==> config.mk <==
export PLATFORM = sky130hd
export DESIGN_NAME = sprite_draw_scheduler
export DESIGN_NICKNAME = d
export VERILOG_FILES = /design/src/rtl/sprite_draw_scheduler.sv
export SDC_FILE = /design/constraint.sdc
export NUM_CORES = 1
export LEC_CHECK = 0
export CORE_AREA = 3 3 556 558
export CTS_CLUSTER_DIAMETER = 50
export DETAILED_ROUTE_END_ITERATION = 8
export DIE_AREA = 0 0 559 561
export PLACE_DENSITY = 0.31
export SKIP_CTS_REPAIR_TIMING = 1
export SLEW_MARGIN = 20
export SYNTH_ARGS = -nofsm -noshare
export SYNTH_HDL_FRONTEND = slang
export SYNTH_SLANG_ARGS = --single-unit
==> constraint.sdc <==
create_clock -name clock -period 1.81 [get_ports clock]
set_input_delay 0.2715 -clock clock [delete_from_list [all_inputs] [get_ports clock]]
set_output_delay 0.2715 -clock clock [all_outputs]
set_load 0.02 [all_outputs]
==> src/rtl/sprite_draw_scheduler.sv <==
// sprite_draw_scheduler -- round-robin arbiter that hands one shared sprite serializer to NUM_REQ requesters.
// Latency: req sampled in IDLE cycle N -> grant/ser_* N+1, ser_enable N+2..N+1+PIX_PER_SPRITE, done N+2+PIX_PER_SPRITE.
// Backpressure: requests are level-held; a requester waits (req high) until granted, no request is ever dropped.
//
// Ports:
//   clock, reset (synchronous, active-low), vblank (display blanking indicator)
//   req/req_x/req_y/req_color/req_sprite : packed per-requester draw requests (slice i belongs to requester i)
//   grant  : one-hot serializer owner during LOAD and DRAW, zero otherwise
//   done   : one-cycle pulse on the finishing requester's bit
//   ser_x/ser_y/ser_color/ser_sprite : latched draw parameters, held until the next LOAD
//   ser_enable : serializer read enable, high for PIX_PER_SPRITE consecutive cycles
//   busy   : high whenever the scheduler is not idle
//
// Build option: define SPRITE_SCHED_VBLANK_GATE_EN to start new draws only while vblank is high;
// without it vblank is ignored.
module sprite_draw_scheduler #(
  parameter int NUM_REQ        = 4,
  parameter int PIX_PER_SPRITE = 256
) (
  input  logic                     clock,
  input  logic                     reset,
  input  logic                     vblank,
  input  logic [NUM_REQ-1:0]       req,
  input  logic [10*NUM_REQ-1:0]    req_x,
  input  logic [10*NUM_REQ-1:0]    req_y,
  input  logic [8*NUM_REQ-1:0]     req_color,
  input  logic [256*NUM_REQ-1:0]   req_sprite,
  output logic [NUM_REQ-1:0]       grant,
  output logic [NUM_REQ-1:0]       done,
  output logic [9:0]               ser_x,
  output logic [9:0]               ser_y,
  output logic [7:0]               ser_color,
  output logic [255:0]             ser_sprite,
  output logic                     ser_enable,
  output logic                     busy
);

  localparam int IDX_W = (NUM_REQ > 1) ? $clog2(NUM_REQ) : 1;
  // One bit wider than needed for 0..PIX_PER_SPRITE-1 so the count can never alias back to 0.
  localparam int CNT_W = $clog2(PIX_PER_SPRITE) + 1;

  typedef enum logic [1:0] {
    IDLE = 2'd0,
    LOAD = 2'd1,
    DRAW = 2'd2,
    DONE = 2'd3
  } state_t;

  state_t             state_q, state_d;
  logic [IDX_W-1:0]   ptr_q, ptr_d;
  logic [IDX_W-1:0]   winner_q, winner_d;
  logic [CNT_W-1:0]   cnt_q, cnt_d;
  logic [9:0]         ser_x_q, ser_x_d;
  logic [9:0]         ser_y_q, ser_y_d;
  logic [7:0]         ser_color_q, ser_color_d;
  logic [255:0]       ser_sprite_q, ser_sprite_d;

  logic [IDX_W-1:0]   pick;
  logic               pick_vld;
  logic [IDX_W-1:0]   cand;
  logic               gate_open;
  logic [NUM_REQ-1:0] owner;

`ifdef SPRITE_SCHED_VBLANK_GATE_EN
  assign gate_open = vblank;
`else
  logic unused_vblank;
  assign unused_vblank = vblank;
  assign gate_open     = 1'b1;
`endif

  // Round-robin search: first requester found scanning from ptr+1 upward, wrapping at NUM_REQ.
  // The previous winner (ptr) is visited last, which gives the fairness guarantee.
  always_comb begin
    pick     = ptr_q;
    pick_vld = 1'b0;
    cand     = '0;
    for (int k = 1; k <= NUM_REQ; k++) begin
      cand = IDX_W'((int'(ptr_q) + k) % NUM_REQ);
      if (!pick_vld && req[cand]) begin
        pick     = cand;
        pick_vld = 1'b1;
      end
    end
  end

  // Next-state and datapath.
  always_comb begin
    state_d      = state_q;
    ptr_d        = ptr_q;
    winner_d     = winner_q;
    cnt_d        = cnt_q;
    ser_x_d      = ser_x_q;
    ser_y_d      = ser_y_q;
    ser_color_d  = ser_color_q;
    ser_sprite_d = ser_sprite_q;
    case (state_q)
      IDLE: begin
        if (pick_vld && gate_open) begin
          state_d      = LOAD;
          winner_d     = pick;
          ser_x_d      = req_x[int'(pick)*10 +: 10];
          ser_y_d      = req_y[int'(pick)*10 +: 10];
          ser_color_d  = req_color[int'(pick)*8 +: 8];
          ser_sprite_d = req_sprite[int'(pick)*256 +: 256];
        end
      end
      LOAD: begin
        state_d = DRAW;
        cnt_d   = '0;
      end
      DRAW: begin
        if (cnt_q == CNT_W'(PIX_PER_SPRITE - 1)) begin
          state_d = DONE;
        end else begin
          cnt_d = cnt_q + CNT_W'(1);
        end
      end
      DONE: begin
        state_d = IDLE;
        ptr_d   = winner_q;
        cnt_d   = '0;
      end
      default: begin
        state_d = IDLE;
      end
    endcase
  end

  always_ff @(posedge clock) begin
    if (!reset) begin
      state_q <= IDLE;
    end else begin
      state_q <= state_d;
    end
  end

  always_ff @(posedge clock) begin
    if (!reset) begin
      ptr_q        <= IDX_W'(NUM_REQ - 1);
      winner_q     <= '0;
      cnt_q        <= '0;
      ser_x_q      <= '0;
      ser_y_q      <= '0;
      ser_color_q  <= '0;
      ser_sprite_q <= '0;
    end else begin
      ptr_q        <= ptr_d;
      winner_q     <= winner_d;
      cnt_q        <= cnt_d;
      ser_x_q      <= ser_x_d;
      ser_y_q      <= ser_y_d;
      ser_color_q  <= ser_color_d;
      ser_sprite_q <= ser_sprite_d;
    end
  end

  // Outputs are decoded from the registered state, so reset clears them on the same edge.
  always_comb begin
    owner           = '0;
    owner[winner_q] = 1'b1;
  end

  assign grant      = (state_q == LOAD || state_q == DRAW) ? owner : '0;
  assign done       = (state_q == DONE) ? owner : '0;
  assign ser_enable = (state_q == DRAW);
  assign busy       = (state_q != IDLE);
  assign ser_x      = ser_x_q;
  assign ser_y      = ser_y_q;
  assign ser_color  = ser_color_q;
  assign ser_sprite = ser_sprite_q;

endmodule

==> qor.csv <==
metric;value;unit
wire_per_inst;29.5;microns
finalWeightedCongestion;0.912;
finalSetupTns;-144.81;ns
grt_overflow;0;
crit_top_cell;buf_4;
yosysWarnings;0;
cts_buffer_depth;4;
leakagePower;16.3;nW
rr_worst_depth;9;
rsz0062_at_grt;true;
status;finished with violations;
routed_wl;226000;microns
fin_area;43300;sq um
syn_nets;2920;
cts_root_buffer;clkbuf_16;
cts_tree;built;
worst_hold_path_type;input pin to flop;
cpLargestDelayFamily;buffers and inverters;
timing.rr.end;ser_sprite[186];
postSynthCellCount;1770;
start_kind;flop;
final-hold-violation-count;0;
worstPathRequired;2.43;ns
h-tree-depth;3;
clk_pin_slew_worst_paths;0.06;ns
synth_common_cells;mux2i_1 (541), dfxtp_1 (299), nand2_1 (296);
crit_chain;nor2b_4 -> o21ba_4 -> nor3_4 -> buf_12 -> buf_6 -> buf_4 -> buf_4 -> mux2i_2 -> o221ai_1;
max_stage_delay;0.48;ns
synth-seq-cells;299;
cellPowerDensity;1240;nW/um^2
synth_top_area_cell;dfxtp_1;
max_freq;0.416;GHz
worstMarginPinSlew;0.513;ns
layout_setup_ws;-0.591;ns
ys.flop_type;dfxtp_1;
viasPerCell;3.01;
ant_nets;0;
yosysUniqueCellTypes;37;
synth_area_leaders;dfxtp_1 (35%), mux2i_1 (31%), o221ai_1 (13%);
async_reset_ff_share;0;%
ff2ff_setup_slack;-0.59;ns
layout_worst_path_cycle_share;133;%
cpMaxStageDelayCell;mux2i_2;
violations;negative setup slack;
die_h;561;microns
core_region_area;305000;sq um
period_needed;2.40;ns
maxCapViolations;0;
grt_pass1_vias;23936;
finalNonFillerCells;7667;
finalMaxSlewViolations;0;
boundaryPins;1437;
finalNetCount;4628;
grt_util_all_layers;13.6;%
initial_core_util;5.68;%
yosysMostFrequentCell;mux2i_1;
placementRows;203;
crit_fanout;10;
cts_buffers;78;
ys_seq_area_share;34.6;%
cp_num_cells;9;
startpoint;ptr_q[0];
relSlewSlack;65.7;%
die-area;314000;sq um
r2r-start;ptr_q[0];
drive_above_1_share;23.2;%
drtPass1Iterations;4;
io_buffers;1435;
clock_latency;0.75;ns
hold_path_depth;3;
synth-edff-count;0;
synth_top_area_share;34.6;%
post-route-util;14.2;%
critPathArrivalTime;3.02;ns
crit_buf_inv;4;
ir_worst_vdd;0.530;mV
avgSynthCellArea;9.78;sq um
synthesis.area;17300;sq um
first_iter_violations;1182;
finalSetupViolCount;464;
place_inst;7448;
drc;0;
grt_max_degree;41;
path_class;flop to flop;
syn_to_final_growth;150;%
placed_area;38300;sq um
endpoint;ser_sprite[186];
worstSetupEndpointType;flop;
via_count;23110;
grt_pass1_wl;278000;microns
antenna_found_initial;138;
dpl.hpwl;200000;microns
fin_worst_skew;0.0557;ns
cts_sinks;299;
fp.dieW;559;microns
-- per-layer routing --
layer,share of wire [%],up-vias,GRT usage [%],wire [microns]
met2,45,1278,22.1,102000
met1,42,11133,16.6,95900
met5,0.26,-,0,595
met3,9.6,299,5.89,21800
met4,2.5,90,2.91,5560
li1,-,10310,-,-
-- cells in the final DEF (no fill, tap or decap), types with 42 or more instances in the layout --
master and count:
clkdlybuf4s50_1 1304, mux2i_1 410, buf_4 393, dfxtp_1 295, nand2_1 293, o221ai_1 220
clkbuf_16 86, mux2i_4 75, mux2i_2 56, buf_12 45, buf_6 42
-- kinds of logic (layout without fill, tap and decap cells) --
| family | count (synthesis) | after routing | synth area share (%) |
|---|---|---|---|
| mux | 541 | 541 | 31.3 |
| simple gates | 373 | 373 | 8.98 |
| compound gates | 362 | 362 | 17.7 |
| flops | 299 | 299 | 34.6 |
| buf+inv | 183 | 1945 | 6.75 |
| fa+ha+maj | 7 | 7 | 0.506 |
| xor+xnor | 5 | 5 | 0.253 |
| other cells | 0 | 35 | 0 |
-- cell type report --
cell class              count  area, sq um
fillers                 34508       262000
repair buffers           1806        17900
multi-input cells        1288        11700
flip-flops and latches    299         6000
well taps                4100         5130
clock buffers             106         2200
clock inverters            28          329
diodes                     35         87.6
inverters                   5         26.3
-- sequential cells by signal, summed over array words and instances, names as in the netlist --
name	cells
ser_x	10
ser_sprite	256
cnt_q	9
state_q	2
ptr_q	2
winner_q	2
ser_color	8
ser_y	10
-- worst min path at each step --
| stage | end | slack (ns) | start |
|---|---|---|---|
| 2_1_floorplan | cnt_q[5] | 0.46 | cnt_q[5] |
| 3_3_place_gp | ser_sprite[211] | 0.45 | ser_sprite[211] |
| 3_5_place_dp | ser_sprite[141] | 0.45 | ser_sprite[141] |
| 4_1_cts | ser_sprite[236] | 0.12 | req_sprite[1004] |
| 5_1_grt | ser_sprite[178] | 0.18 | req_sprite[434] |
| 6_report | ser_sprite[236] | 0.23 | req_sprite[1004] |
-- per-stage QoR --
| stage | total power, mW | hold slack, ns | worst slack, ns |
|---|---|---|---|
| 6_report | 53.5 | 0.225 | -0.591 |
| 5_1_grt | 56.3 | 0.177 | -0.618 |
| 4_1_cts | 52.8 | 0.123 | -1.22 |
| 3_5_place_dp | 38.1 | 0.448 | -1.72 |
| 3_3_place_gp | 38.1 | 0.445 | -1.73 |
| 2_1_floorplan | 20.5 | 0.458 | 0.0124 |
-- power breakdown --
part	switching [mW]	internal [mW]	leakage, nW
combinational	15.8	12.5	12.6
clock	4.92	9.15	1.22
sequential	2.07	9.12	2.47
total	22.8	30.7	16.3
-- tightest hold or removal path, cell delays in order --
cell and delay [ns]:
clkdlybuf4s50_1 0.39, mux2i_1 0.13, o211ai_1 0.09
Note: power is estimated with default switching activity, not from simulation.
